===== src/rtl/masked_sbox_sequencer.sv =====
// Handshake, randomness and clock-gating sequencer sitting in front of a masked HPC2 S-box.
// Shares pass straight through registers; no share slices are ever combined here.
module masked_sbox_sequencer #(
    parameter int SHARES  = 4,
    parameter int FRESH_W = 102,
    parameter int LATENCY = 9,
    parameter int TIMEOUT = 13
) (
    input  logic                  clk,
    input  logic                  rst,
    input  logic [4*SHARES-1:0]   in_x,
    input  logic                  in_valid,
    output logic                  in_ready,
    output logic [4*SHARES-1:0]   out_y,
    output logic                  out_valid,
    input  logic                  out_ready,
    input  logic [126:0]          seed,
    input  logic                  seed_load,
    output logic [4*SHARES-1:0]   sbox_x,
    output logic [FRESH_W-1:0]    sbox_fresh,
    output logic                  sbox_start,
    input  logic [4*SHARES-1:0]   sbox_y,
    input  logic                  sbox_synch,
    output logic                  err
);
    localparam int LFSR_W  = 127;
    localparam int CNT_MAX = (TIMEOUT > LATENCY) ? TIMEOUT : LATENCY;
    localparam int CNT_W   = $clog2(CNT_MAX + 1);
    localparam logic [CNT_W-1:0]  CNT_LAST = CNT_W'(TIMEOUT - 1);
    localparam logic [LFSR_W-1:0] LFSR_ONE = {{(LFSR_W-1){1'b0}}, 1'b1};

    typedef enum logic [2:0] {
        S_IDLE,
        S_LAUNCH,
        S_WAIT,
        S_CAPT,
        S_DONE
    } state_t;

    state_t              state;
    logic [CNT_W-1:0]    wait_cnt;
    logic [4*SHARES-1:0] x_reg;
    logic [4*SHARES-1:0] y_reg;
    logic [LFSR_W-1:0]   lfsr;
    logic [LFSR_W-1:0]   seed_fix;
    logic [LFSR_W-1:0]   lfsr_src;
    logic [LFSR_W-1:0]   lfsr_adv;

    // x^127 + x + 1 in Fibonacci form: shift toward the MSB, feedback from the two oldest bits.
    function automatic logic [LFSR_W-1:0] lfsr_step(input logic [LFSR_W-1:0] s);
        logic [LFSR_W-1:0] r;
        r = s;
        for (int i = 0; i < FRESH_W; i++)
            r = {r[LFSR_W-2:0], r[LFSR_W-1] ^ r[LFSR_W-2]};
        return r;
    endfunction

    always_comb begin
        seed_fix = (seed == '0) ? LFSR_ONE : seed;
        lfsr_src = ((state == S_IDLE) && seed_load) ? seed_fix : lfsr;
        lfsr_adv = lfsr_step(lfsr_src);
    end

    assign sbox_x     = x_reg;
    assign out_y      = y_reg;
    assign sbox_fresh = lfsr[FRESH_W-1:0];

    // The LFSR steps on every edge that leads into LAUNCH, WAIT or CAPT, so each of those
    // cycles presents a fresh word and IDLE/DONE hold the last one.
    always_ff @(posedge clk or negedge rst) begin
        if (!rst) begin
            state      <= S_IDLE;
            wait_cnt   <= '0;
            x_reg      <= '0;
            y_reg      <= '0;
            lfsr       <= LFSR_ONE;
            in_ready   <= 1'b1;
            out_valid  <= 1'b0;
            sbox_start <= 1'b0;
            err        <= 1'b0;
        end else begin
            sbox_start <= 1'b0;
            case (state)
                S_IDLE: begin
                    lfsr <= lfsr_src;
                    if (in_valid) begin
                        x_reg      <= in_x;
                        lfsr       <= lfsr_adv;
                        in_ready   <= 1'b0;
                        sbox_start <= 1'b1;
                        state      <= S_LAUNCH;
                    end
                end
                S_LAUNCH: begin
                    wait_cnt <= '0;
                    lfsr     <= lfsr_adv;
                    state    <= S_WAIT;
                end
                S_WAIT: begin
                    if (sbox_synch) begin
                        lfsr  <= lfsr_adv;
                        state <= S_CAPT;
                    end else if (wait_cnt == CNT_LAST) begin
                        err      <= 1'b1;
                        in_ready <= 1'b1;
                        state    <= S_IDLE;
                    end else begin
                        wait_cnt <= wait_cnt + 1'b1;
                        lfsr     <= lfsr_adv;
                    end
                end
                S_CAPT: begin
                    y_reg     <= sbox_y;
                    out_valid <= 1'b1;
                    state     <= S_DONE;
                end
                S_DONE: begin
                    if (out_ready) begin
                        out_valid <= 1'b0;
                        in_ready  <= 1'b1;
                        state     <= S_IDLE;
                    end
                end
                default: begin
                    out_valid <= 1'b0;
                    in_ready  <= 1'b1;
                    state     <= S_IDLE;
                end
            endcase
        end
    end
endmodule


===== config.mk =====
export PLATFORM = sky130hd
export DESIGN_NAME = masked_sbox_sequencer
export DESIGN_NICKNAME = d
export VERILOG_FILES = /design/src/rtl/masked_sbox_sequencer.sv
export SDC_FILE = /design/constraint.sdc
export NUM_CORES = 1
export LEC_CHECK = 0
export BUFFER_PORTS_ARGS = -buffer_cell sky130_fd_sc_hd__clkbuf_2
export CELL_PAD_IN_SITES_DETAIL_PLACEMENT = 1
export CELL_PAD_IN_SITES_GLOBAL_PLACEMENT = 2
export CORE_MARGIN = 2
export CORE_UTILIZATION = 31
export DETAILED_ROUTE_END_ITERATION = 16
export PLACE_DENSITY = 0.83
export SYNTH_ARGS = -nofsm -noshare
export SYNTH_HDL_FRONTEND = slang
export SYNTH_SLANG_ARGS = --single-unit

===== constraint.sdc =====
create_clock -name clk -period 2.6 [get_ports clk]
set_input_delay 0.39 -clock clk [delete_from_list [all_inputs] [get_ports clk]]
set_output_delay 0.39 -clock clk [all_outputs]
set_load 0.01 [all_outputs]

---- After elaboration in Yosys (flattened, before gate mapping) ----
Cells that the tools add are included.
storage, ports and cells
  register bits after elaboration ......... 170
  input port bits ......................... 165
operators by class
  bitwise gates (word level) .............. 105
  equality and inequality tests ........... 12
  multiplexer cells ....................... 23
  $add $sub $neg .......................... 1
  reduce and logical (&&, ||, !) cells .... 14
operators with widths
  kind                   count
  $mux W127              5
  $pmux W127 S3          1
  $logic_not A127 Y1     1
  $xor A1 B1 Y1          102
  $pmux W3 S5            1
  $mux W3                4
  $ne A2 B2 Y1 const B   5
  $reduce_and A3 Y1      3
  $mux W4                2
  $pmux W4 S2            1
  $mux W1                7
  $eq A3 B2 Y1 const B   2
  $ne A3 B3 Y1 const B   2
  $reduce_and A2 Y1      3
  $reduce_and A5 Y1      1
  $add A4 B1 Y4 const B  1
  $eq A4 B4 Y1 const B   1
  $pmux W1 S4            1
  $eq A3 B1 Y1 const B   1
  $eq A3 B3 Y1 const B   1
  $logic_not A3 Y1       1
  $not A1 Y1             3
  $pmux W1 S3            1
  $reduce_bool A3 Y1     1
  4 further kinds        4

---- Logic depth before layout (Yosys ltp) ----
Gate-level depths: netlist of run 1.
  depth after elaboration ................. 7
  gate-level depth with buffers ........... 9
  mapped depth without buffers ............ 7

---- Worst setup path after synthesis of run 1 ----
Ideal clock, no wire load.
  kind .................................... register -> register
  start ................................... register state[2]
  end ..................................... register x_reg[10] (netlist: sbox_x[10])
  arrival time ............................ 1730 ps
  clock period less this slack ............ 1855 ps
  slack ................................... 745 ps
  stages on the path, launching flop included .. 5
  path through ............................ dfrtp_1 > buf_2 > nor4b_4 > buf_2 > mux2_2
on the way
  longest elaborated chain between the ends .. 2
RTL lines
  what                                RTL line  RTL
  start, declared                     40        state_t state;
  start signal, assigned              72        state <= S_IDLE;
  start signal, assigned              91        state <= S_LAUNCH;
  start signal, assigned              97        state <= S_WAIT;
  $logic_not A3 Y1                    83        case (state)
  $reduce_and A2 Y1 (no source line)  n/a
  end signal, assigned                87        x_reg <= in_x;
  end, declared                       42        logic [4*SHARES-1:0] x_reg;
Every way passes these cells.
A chain may end at the register's enable or synchronous reset.

---- Worst setup path after layout of run 1 ----
  start ................................... register state[0]
  end ..................................... register lfsr[62]
on the way
  longest elaborated chain between the ends .. 7
  elaborated cells between the ends (all ways) .. 13
  those cells by class .................... eq/ne (3); mux (5); bitwise (1); reduce/logical (4)
RTL lines
  what                  RTL line  RTL
  $logic_not A3 Y1      60, 83
  $logic_and A1 B1 Y1   60        lfsr_src = ((state == S_IDLE) && seed_load) ? seed_fix : lfsr;
  $mux W127             60
  $xor A1 B1 Y1         54        r = {r[LFSR_W-2:0], r[LFSR_W-1] ^ r[LFSR_W-2]};
  $mux W127             103       end else if (wait_cnt == CNT_LAST) begin
  $mux W127             100       if (sbox_synch) begin
  $pmux W127 S3         83
  end signal, assigned  85        lfsr <= lfsr_src;
  end signal, assigned  88        lfsr <= lfsr_adv;
  end signal, assigned  101       lfsr <= lfsr_adv;
  end, declared         44        logic [LFSR_W-1:0] lfsr;
Several ways; a longest one is shown, not always the timed one. The select of a mux whose other input is x is not followed.

==> metrics, run 1 <==
Yosys Warn Count=0; # DRC=0; status=completed; placed cell count=1915; critical path's top delay family=compound AO/OA/AOI/OAI gates; CP max-delay cell=dfrtp_1; chip height=195 µm; Yosys cell types=34; Cells after Synth=1312; H-tree levels=4; # Max-Cap Violations=0; RSZ-0062 raised after global routing=false; Seq pwr share=27.8%; Die X=195 µm; vias in the first global route=11100; Worst VDD drop=664 µV; Final setup violation count=0; Seq/Total Area, Yosys=37.7%; EDFF count, synth=0; GRT overflow=0; largest net degree at the start of global routing=130; pwr/cell area=1570 nW/µm²; Hold Path Class=input port to flip-flop; vias per cell=5.37; Post-Syn Area=11300 µm²; starting density of the core=31.6%; nets=1641; hpwl dp=34.8 mm; pre-CTS setup slack=0.461 ns; row count=69; crit-path max FO=36; CP startpoint kind=flip-flop; initial antenna violation count=6; CTS clk-pin slew, worst paths=0.07 ns; first-pass GRT wire length=69.4 mm; final setup skew=0.0114 ns; Final Cycle Share=84.6%; vias=10500; max-slew violation count=0; Core Area=35700 µm²; final hold vios=0; cell-internal power=0.0106 W; syn_area_per_cell=8.61 µm²; switch share=49.3%; nature of the critical path endpoint=flip-flop; setup tns final=0 ns; number of buffers created by CTS=17; Crit path arrival time=2.56 ns; Clock Sink Count=170; gp weighted congestion=0.843; Worst Tran Pin Value=0.700 ns; post-CTS sizing=0; Critical Path RT=2.96 ns; crit path cell chain=nor4b_4, buf_12, buf_12, nor2_1, a21oi_1, o22ai_1, a21oi_1; hold slack=0.177 ns; Tot Pwr=0.0208 W; clock tree buffer depth=2; Non-Filler Instances=1951; Max Freq=454 MHz; # port buffers=302; CTS root buf=clkbuf_16; Top Ports=303; logic gate share of total power=59.1%; first-iteration detailed-routing DRC count=622; drt pass-1 iters=5; Synth Register Bits=170; CP peak stage delay=0.50 ns; layout cells sized above 1=28.4%; Final WS setup=0.399 ns; CP Buf/Inv Count=2; clock network power share=13.1%; post-synth net total=1479; Clk Latency, worst-skew pair=0.44 ns; Area Growth Syn to Fin=17.3%; min Tclk post-route=2.20 ns; fraction of registers with async set/reset=100%; Post-CTS Setup Inserts=0; WL/cell=23.5 µm; ys flop type=dfrtp_1; post-route ant nets=0; leakage power=5.59 nW; die area=38000 µm²; NetSw=0.0103 W; final WL=45.9 mm; aggregate global-route resource usage=24.0%; TritonCTS clock tree=built; CP Class=flip-flop to flip-flop; Rel. slew slack=52.9%
[synthesized netlist by cell type (2+ instances only)]
master	number	area (µm²)
a21oi_1	234	1170
nor2_1	233	875
dfrtp_1	168	4200
o22ai_1	127	795
buf_4	107	803
xor2_1	103	902
xnor2_1	102	893
mux2_2	56	631
clkbuf_1	37	139
buf_2	36	180
nor4_1	33	206
nand2_1	16	60.1
buf_1	8	30.0
nand4_1	8	50.1
o21ai_0	7	35.0
a31oi_1	5	31.3
inv_1	5	18.8
nand3_1	4	20.0
nor3_1	3	15.0
a21o_1	2	15.0
a21oi_2	2	17.5
dfstp_2	2	52.6
ha_1	2	25.0
nor4b_4	2	47.6
[cell usage in the layout, fill, tap and decap left out, drive strengths merged, types with 2 or more instances in the layout]
| cell type | synthesis | final |
|---|---|---|
| nand2 | 16 | 16 |
| nand3 | 4 | 4 |
| clkbuf | 37 | 324 |
| bufinv | 0 | 3 |
| nor4 | 33 | 33 |
| inv | 5 | 7 |
| clkinv | 0 | 3 |
| nor2 | 234 | 234 |
| nor3 | 3 | 3 |
| o21ai | 7 | 7 |
| buf | 151 | 29 |
| o22ai | 127 | 127 |
| a21oi | 236 | 236 |
| a21o | 2 | 2 |
| diode | 0 | 3 |
| ha | 2 | 2 |
| nand4 | 8 | 8 |
| nor4b | 2 | 2 |
| xnor2 | 102 | 102 |
| mux2 | 56 | 56 |
| dfrtp | 168 | 168 |
| xor2 | 103 | 103 |
| dfstp | 2 | 2 |
| a31oi | 5 | 5 |
[area by class of cell]
class | count | area, µm²
antenna | 3 | 7.51
clock buffer | 23 | 468
clock inverter | 9 | 138
fill | 4321 | 22500
inverter | 5 | 18.8
multi-input combinational | 949 | 5900
sequential | 170 | 4260
tap | 461 | 577
timing repair buffer | 331 | 1890
[power by group through the flow]
stage,sequential [W],clock (W),combinational (W)
after floorplan,0.00537,0,0.00898
after global placement,0.00579,0,0.0119
after detailed placement,0.00584,0,0.0122
after CTS,0.00580,0.00278,0.0123
after global routing,0.00599,0.00288,0.0136
final,0.00578,0.00273,0.0123
[worst register-to-register path: cells and delay by family (launching register included)]
kind	cells	cell delay [ns]
compound gates	3	0.79
buf+inv	2	0.41
flops	1	0.50
simple gates	2	0.43
[timing repair]
action,CTS,global route
hold endpoints to repair,44,0
hold buffers,1,0
setup endpoints to repair,0,0
[path summary, 6_finish.rpt]
kind | startpoint | to | slack, ns | depth (start not counted)
min reg2reg | in_ready | in_ready | 0.46 | 2
max in group asynchronous | rst | lfsr[45] | 1.33 | 3
min in group asynchronous | rst | lfsr[91] | 0.47 | 2
max | state[0] | lfsr[62] | 0.40 | 7
min | sbox_y[9] | out_y[9] | 0.18 | 2
max reg2reg | state[0] | lfsr[62] | 0.40 | 7
[sequential cells by signal (all words and copies together) (netlist names)]
signal / flops
err: 1
in_ready: 1
lfsr: 127
out_valid: 1
out_y: 16
sbox_start: 1
sbox_x: 16
state: 3
wait_cnt: 4
[kinds of logic (layout without fill, tap and decap cells)]
kind of cell / count (synthesis) / in the layout / synth area share [%]
AO/OA/AOI/OAI: 382 / 382 / 18.6
AND/OR/NAND/NOR: 303 / 303 / 11.5
XOR/XNOR: 205 / 205 / 15.9
buffers and inverters: 193 / 368 / 10.4
flip-flops: 170 / 170 / 37.7
multiplexers: 57 / 57 / 5.67
adder cells (fa/ha/maj): 2 / 2 / 0.221
other: 0 / 3 / 0
[stage by stage]
stage | util (%) | cell area, µm²
global route | 37.1 | 13200
global placement | 35.3 | 12600
CTS | 37.1 | 13200
finish | 37.1 | 13300
floorplan | - | 11300
detailed placement | 35.3 | 12600
[metal layers]
layer | routed length [µm] | global-route usage [%] | share of wire (%) | vias up
li1 | - | - | - | 4795
met1 | 19500 | 30.7 | 43 | 5273
met2 | 22400 | 40.4 | 49 | 342
met3 | 2920 | 5.74 | 6.4 | 58
met4 | 1010 | 6.79 | 2.2 | 6
met5 | 46 | 0 | 0.10 | -
(Power assumes the default switching activity.)
==> inputs of run 2 (changes only) <==
--- a/config.mk
+++ b/config.mk
@@ -9,9 +9,9 @@
 export CELL_PAD_IN_SITES_DETAIL_PLACEMENT = 1
 export CELL_PAD_IN_SITES_GLOBAL_PLACEMENT = 2
 export CORE_MARGIN = 2
-export CORE_UTILIZATION = 31
+export CORE_UTILIZATION = 28
 export DETAILED_ROUTE_END_ITERATION = 16
-export PLACE_DENSITY = 0.83
+export PLACE_DENSITY = 0.79
 export SYNTH_ARGS = -nofsm -noshare
 export SYNTH_HDL_FRONTEND = slang
 export SYNTH_SLANG_ARGS = --single-unit
==> constraint.sdc (replaced) <==
create_clock -name clk -period 1.95 [get_ports clk]
set_input_delay 0.2925 -clock clk [delete_from_list [all_inputs] [get_ports clk]]
set_output_delay 0.2925 -clock clk [all_outputs]
set_load 0.01 [all_outputs]
==> run 2 against run 1 <==
Against the previous run:
- sequential share of layout area fell by 3.9 points
- final area rose by 14%
- cell count rose by 10%
- total power rose by 53%
- the run now ends with negative setup slack left
- register-to-register slack got worse by 0.45 ns
==> metrics, run 2 (synthesized netlist as in run 1, its figures left out) <==
Tot Pwr=0.0318 W (+53%); Top Ports=303 (unchanged); Final WS setup=-0.0495 ns (-0.449 ns); # DRC=0 (unchanged); Hold Path Class=input port to flip-flop; Worst VDD drop=890 µV (+34%); gp weighted congestion=0.883 (+4.8%); GRT Max-Usage Layer=met2; met3 Usage GRT=5.58% (-0.16 points); largest net degree at the start of global routing=75 (-42%); Die X=205 µm (+5.1%); Biggest register=lfsr; Rel. slew slack=57.0% (+4.1 points); number of buffers created by CTS=17 (unchanged); row count=73 (+5.8%); CP Class=flip-flop to flip-flop; commonest cells after routing, fill and taps aside=clkbuf_2 (301), nor2_1 (233), a21oi_1 (200); vias in the first global route=11500 (+3.5%); CP startpoint kind=flip-flop; WL/cell=24.5 µm (+4.1%); Clock Sink Count=170 (unchanged); post-route ant nets=0 (unchanged); nature of the critical path endpoint=flip-flop; status=complete, but fails checks; CTS root buf=clkbuf_16; Non-Filler Instances=2155 (+10%); first-pass GRT wire length=73.8 mm (+6.4%); TritonCTS clock tree=built; vias per cell=5.27 (-1.9%); CTS clk-pin slew, worst paths=0.07 ns (about the same); met2 Use GR=39.8% (-0.61 points); Reg area=4260 µm² (about the same); pre-CTS setup slack=-0.173 ns (-0.634 ns); first-iteration detailed-routing DRC count=842 (+35%); clock tree buffer depth=2 (unchanged); pwr/cell area=2100 nW/µm² (+34%); layout cells sized above 1=38.4% (+10 points); commonest non-fill, non-tap cell in the layout=clkbuf_2; violations in the final reports=negative setup slack; final WL=52.8 mm (+15%); Clk Latency, worst-skew pair=0.46 ns (+0.02 ns); placed cell count=2087 (+9.0%); RSZ-0062 raised after global routing=true; final hold vios=0 (unchanged); Max Freq=500 MHz (+10%); # Max-Cap Violations=0 (unchanged); starting density of the core=28.4% (-3.2 points); chip height=205 µm (+5.1%); aggregate global-route resource usage=23.7% (-0.38 points); leakage power=6.52 nW (+17%); vias=11400 (+8.4%); Core Area=39800 µm² (+11%); crit-path max FO=13 (-64%); max FFs per register=127 (unchanged); # port buffers=302 (unchanged); initial antenna violation count=8 (+2); Crit path arrival time=2.33 ns (-0.23 ns); die area=42000 µm² (+10%); Final Core Density=38.0% (+0.87 points); FILL cells=4760 (+10%); max-slew violation count=0 (unchanged); H-tree levels=4 (unchanged); min Tclk post-route=2.00 ns (-0.201 ns); Worst Tran Pin Value=0.639 ns (-0.0613 ns); Critical Path RT=2.28 ns (-0.68 ns); nets=1779 (+8.4%); GRT overflow=0 (unchanged); met1 Usage GRT=29.7% (-1.0 points); Multi-input gate area=6210 µm² (+5.3%); Area Growth Syn to Fin=33.8%; hold slack=0.0692 ns (-0.108 ns); Final setup violation count=33 (+33); hpwl dp=38.3 mm (+10%); final setup skew=0.0119 ns (+0.000504 ns); FF-to-FF setup slack=-0.05 ns (-0.45 ns); Final Cycle Share=103% (+18 points); drt pass-1 iters=5 (unchanged)
run 2: cell type report:
type | instances | area share (%)
Sequential cell | 170 | 28.2
Antenna cell | 5 | 0.0828
Multi-Input combinational cell | 949 | 41.1
Tap cell | 525 | 4.35
Clock inverter | 15 | 1.26
Clock buffer | 17 | 2.81
Timing Repair Buffer | 469 | 22.1
Inverter | 5 | 0.124
run 2: worst max-delay path: stages, from the launching register on:
cell	delay, ns
dfrtp_2	0.45
nor4b_4	0.26
buf_4	0.19
clkbuf_16	0.19
buf_4	0.15
nand2_8	0.12
clkbuf_16	0.22
o22ai_1	0.18
a21oi_1	0.10
run 2: power by group:
group / switching [W] / total, W / leakage, nW / internal (W)
Clock: 0.00166 / 0.00371 / 0.307 / 0.00205
Combinational: 0.0113 / 0.0203 / 4.29 / 0.00898
Sequential: 0.00236 / 0.00783 / 1.92 / 0.00547
Total: 0.0153 / 0.0318 / 6.52 / 0.0165
run 2: path summary, 6_finish.rpt:
path	startpoint	endpoint	cells past startpoint
setup / recovery	state[0]	lfsr[121]	8
hold / removal	sbox_y[6]	out_y[6]	2
setup reg to reg	state[0]	lfsr[121]	8
hold reg to reg	in_ready	in_ready	2
max in group asynchronous	rst	lfsr[0]	3
min in group asynchronous	rst	out_y[14]	2
run 2: per-layer routing:
metal	vias up	wire, µm
met2	420	25500
li1	5094	-
met3	91	3550
met4	6	1780
met5	-	37
met1	5739	21900
run 2: through the flow:
stage	TNS, ns	instance area [µm²]
final	-0.605	15100
after CTS	-0.519	14300
after global routing	-9.33	15100
after global placement	-0.197	13600
after detailed placement	-1.02	13600
after floorplan	0	11300
run 2: timing repair:
action                                  4_1_cts  5_1_grt
gates cloned                                  0       13
endpoints found under the setup margin       34      120
pin swaps                                     0       18
setup buffers                                 2       15
resized for setup                            16       73
endpoints found under the hold margin        17        0
hold buffers                                  1        0
==> inputs of run 3 (changes only) <==
--- a/config.mk
+++ b/config.mk
@@ -9,9 +9,9 @@
 export CELL_PAD_IN_SITES_DETAIL_PLACEMENT = 1
 export CELL_PAD_IN_SITES_GLOBAL_PLACEMENT = 2
 export CORE_MARGIN = 2
-export CORE_UTILIZATION = 28
+export CORE_UTILIZATION = 31
 export DETAILED_ROUTE_END_ITERATION = 16
-export PLACE_DENSITY = 0.79
+export PLACE_DENSITY = 0.83
 export SYNTH_ARGS = -nofsm -noshare
 export SYNTH_HDL_FRONTEND = slang
 export SYNTH_SLANG_ARGS = --single-unit
==> constraint.sdc (replaced) <==
create_clock -name clk -period 1.9 [get_ports clk]
set_input_delay 0.285 -clock clk [delete_from_list [all_inputs] [get_ports clk]]
set_output_delay 0.285 -clock clk [all_outputs]
set_load 0.01 [all_outputs]
==> run 3 against run 2 <==
Against the previous run:
- the flow still finishes with violations (negative setup slack)
- via count rose by 3.6%
- highest routed layer unchanged
- largest power group unchanged
- worst setup slack lost 0.069 ns
- largest cell class unchanged
- total power up 9.4%
- register-to-register slack lost 0.07 ns
- sequential share of layout area fell by 1.4 points
==> metrics, run 3 (synthesized netlist as in run 1, its figures left out) <==
status=complete, but fails checks; violations in the final reports=negative setup slack; commonest cells after routing, fill and taps aside=clkbuf_2 (301), nor2_1 (217), dfrtp_1 (166); layout cells sized above 1=44.4% (+6.0 points); NetSw=0.0169 W (+10%); row count=69 (-5.5%); aggregate global-route resource usage=26.1% (+2.4 points); WL met2=26.1 mm (+2.3%); Final setup violation count=96 (+190%); reg2reg start=state[2]; vias=11800 (+3.6%); Non-Filler Instances=2100 (-2.6%); cell-internal power=0.0179 W (+8.6%); CTS clk-pin slew, worst paths=0.07 ns (about the same); pre-CTS setup slack=-0.212 ns (-0.0390 ns); Top Ports=303 (unchanged); leakage power=6.75 nW (+3.6%); H-tree levels=4 (unchanged); TritonCTS clock tree=built; first-iteration detailed-routing DRC count=1018 (+21%); CTS root buf=clkbuf_16; Clock Sink Count=170 (unchanged); final hold vios=0 (unchanged); critical path's top delay family=buffers and inverters; Final Core Density=44.5% (+6.5 points); clock network power share=10.6% (-1.1 points); vias in the first global route=11700 (+2.0%); GRT overflow=0 (unchanged); Core Area=35700 µm² (-10%); # port buffers=302 (unchanged); die area=38000 µm² (-9.5%); routed wl met3=4.48 mm (+26%); CP startpoint kind=flip-flop; Hold EP=sbox_x[0]; chip height=195 µm (-4.9%); vias per cell=5.60 (+6.3%); Clk Latency, worst-skew pair=0.46 ns (about the same); Max Freq=496 MHz (-0.92%); Final Cycle Share=106% (+3.7 points); Critical Path RT=2.28 ns (about the same); hpwl dp=37.4 mm (-2.5%); Worst Tran Pin Value=0.641 ns (+0.00173 ns); starting density of the core=31.6% (+3.2 points); worst hold path stage count=2 (unchanged); max FFs per register=127 (unchanged); worst hold path startpoint=in_x[0]; # DRC=0 (unchanged); number of buffers created by CTS=17 (unchanged); crit path cell chain=nor4b_4, buf_6, clkbuf_16, buf_16, buf_6, buf_4, nor2_1, a21oi_1, o22ai_1, a21oi_1; # Max-Cap Violations=0 (unchanged); Worst VDD drop=1000 µV (+13%); Area Growth Syn to Fin=40.6%; nets=1789 (+0.56%); nature of the critical path endpoint=flip-flop; post-route ant nets=0 (unchanged); WL/cell=26.3 µm (+7.2%); Final WS setup=-0.118 ns (-0.0685 ns); CP Buf/Inv Count=5 (+1); FILL cells=4191 (-12%); top routing layer used=met5; CP peak stage delay=0.45 ns (about the same); Reg area=4260 µm² (about the same); Hold Path Class=input port to flip-flop; clock tree buffer depth=2 (unchanged); placed cell count=2017 (-3.4%); RSZ-0062 raised after global routing=true; Worst R2R Path Depth=10 (+2); Biggest register=lfsr; Seq pwr share=23.3% (-1.3 points); Die X=195 µm (-4.9%); CP Class=flip-flop to flip-flop; R2R Path End=lfsr[56]; logic gate share of total power=66.1% (+2.4 points); finished layout cell area=15900 µm² (+5.1%); Metal-1 WL=22.1 mm (+0.79%); gp weighted congestion=0.907 (+2.7%); Multi-input gate area=6760 µm² (+8.7%); Crit path arrival time=2.39 ns (+0.06 ns); CP max-delay cell=dfrtp_2; final WL=55.2 mm (+4.5%); crit-path max FO=7 (-6); FF-to-FF setup slack=-0.12 ns (-0.07 ns); initial antenna violation count=10 (+2); first-pass GRT wire length=74.8 mm (+1.3%); Rel. slew slack=56.9% (-0.12 points); area of placed instances=13500 µm² (-1.3%); drt pass-1 iters=5 (unchanged); pwr/cell area=2190 nW/µm² (+4.1%); final setup skew=0.0174 ns (+0.00547 ns); min Tclk post-route=2.02 ns (+0.0185 ns); largest net degree at the start of global routing=52 (-31%); max-slew violation count=0 (unchanged); commonest non-fill, non-tap cell in the layout=clkbuf_2; switch share=48.5% (+0.39 points)
-- run 3: cell types whose count changed in the layout (fill, tap and decap cells not counted), moves of 11 or more --
cell	previous run	this run
a21oi_1	200	157
a21oi_2	34	76
o22ai_1	104	71
o22ai_2	22	49
nor2_1	233	217
buf_4	119	105
nor2_2	1	14
buf_12	16	27
-- run 3: power by group through the flow --
| stage | Sequential, W | Combinational, W | Clock, W |
|---|---|---|---|
| 4_1_cts | 0.00803 | 0.0192 | 0.00368 |
| 2_1_floorplan | 0.00734 | 0.0123 | 0 |
| 5_1_grt | 0.00834 | 0.0244 | 0.00385 |
| 3_5_place_dp | 0.00807 | 0.0180 | 0 |
| 6_report | 0.00812 | 0.0230 | 0.00367 |
| 3_3_place_gp | 0.00797 | 0.0175 | 0 |
-- run 3: worst max-delay path by stage --
stage,startpoint,endpoint,slack [ns],depth (start not counted)
floorplan,state[2],sbox_x[10],0.04,4
global placement,state[2],lfsr[67],-0.17,8
detailed placement,state[2],lfsr[67],-0.21,8
CTS,state[1],lfsr[36],-0.08,7
global route,state[2],lfsr[33],-0.14,8
finish,state[2],lfsr[56],-0.12,10
-- run 3: area by class of cell --
type / instances / area share [%]
clock inverter: 11 / 0.764
clock buffer: 21 / 2.90
antenna: 4 / 0.0630
inverter: 5 / 0.118
multi-input combinational: 951 / 42.5
tap: 461 / 3.63
sequential: 170 / 26.8
timing repair buffer: 477 / 23.2
-- run 3: per-stage QoR --
stage,setup TNS [ns],total power (W),hold WS (ns)
after floorplan,0,0.0196,-0.0106
after global placement,-0.843,0.0254,0.260
after detailed placement,-1.93,0.0260,0.272
after CTS,-2.00,0.0309,0.0440
after global routing,-8.79,0.0366,0.0511
final,-2.40,0.0348,0.0581
-- run 3: per-layer routing --
layer,track usage (%),vias to the layer above
li1,-,5123
met1,33.0,5910
met2,43.5,564
met3,6.11,145
met4,8.91,12
met5,0,-
-- run 3: repair_timing --
action	4_1_cts	5_1_grt
setup endpoints to repair	60	127
hold endpoints to repair	37	0
pin swaps	12	50
cloned	7	22
resized for setup	57	167
buffers inserted	1	16
hold buffers	1	0
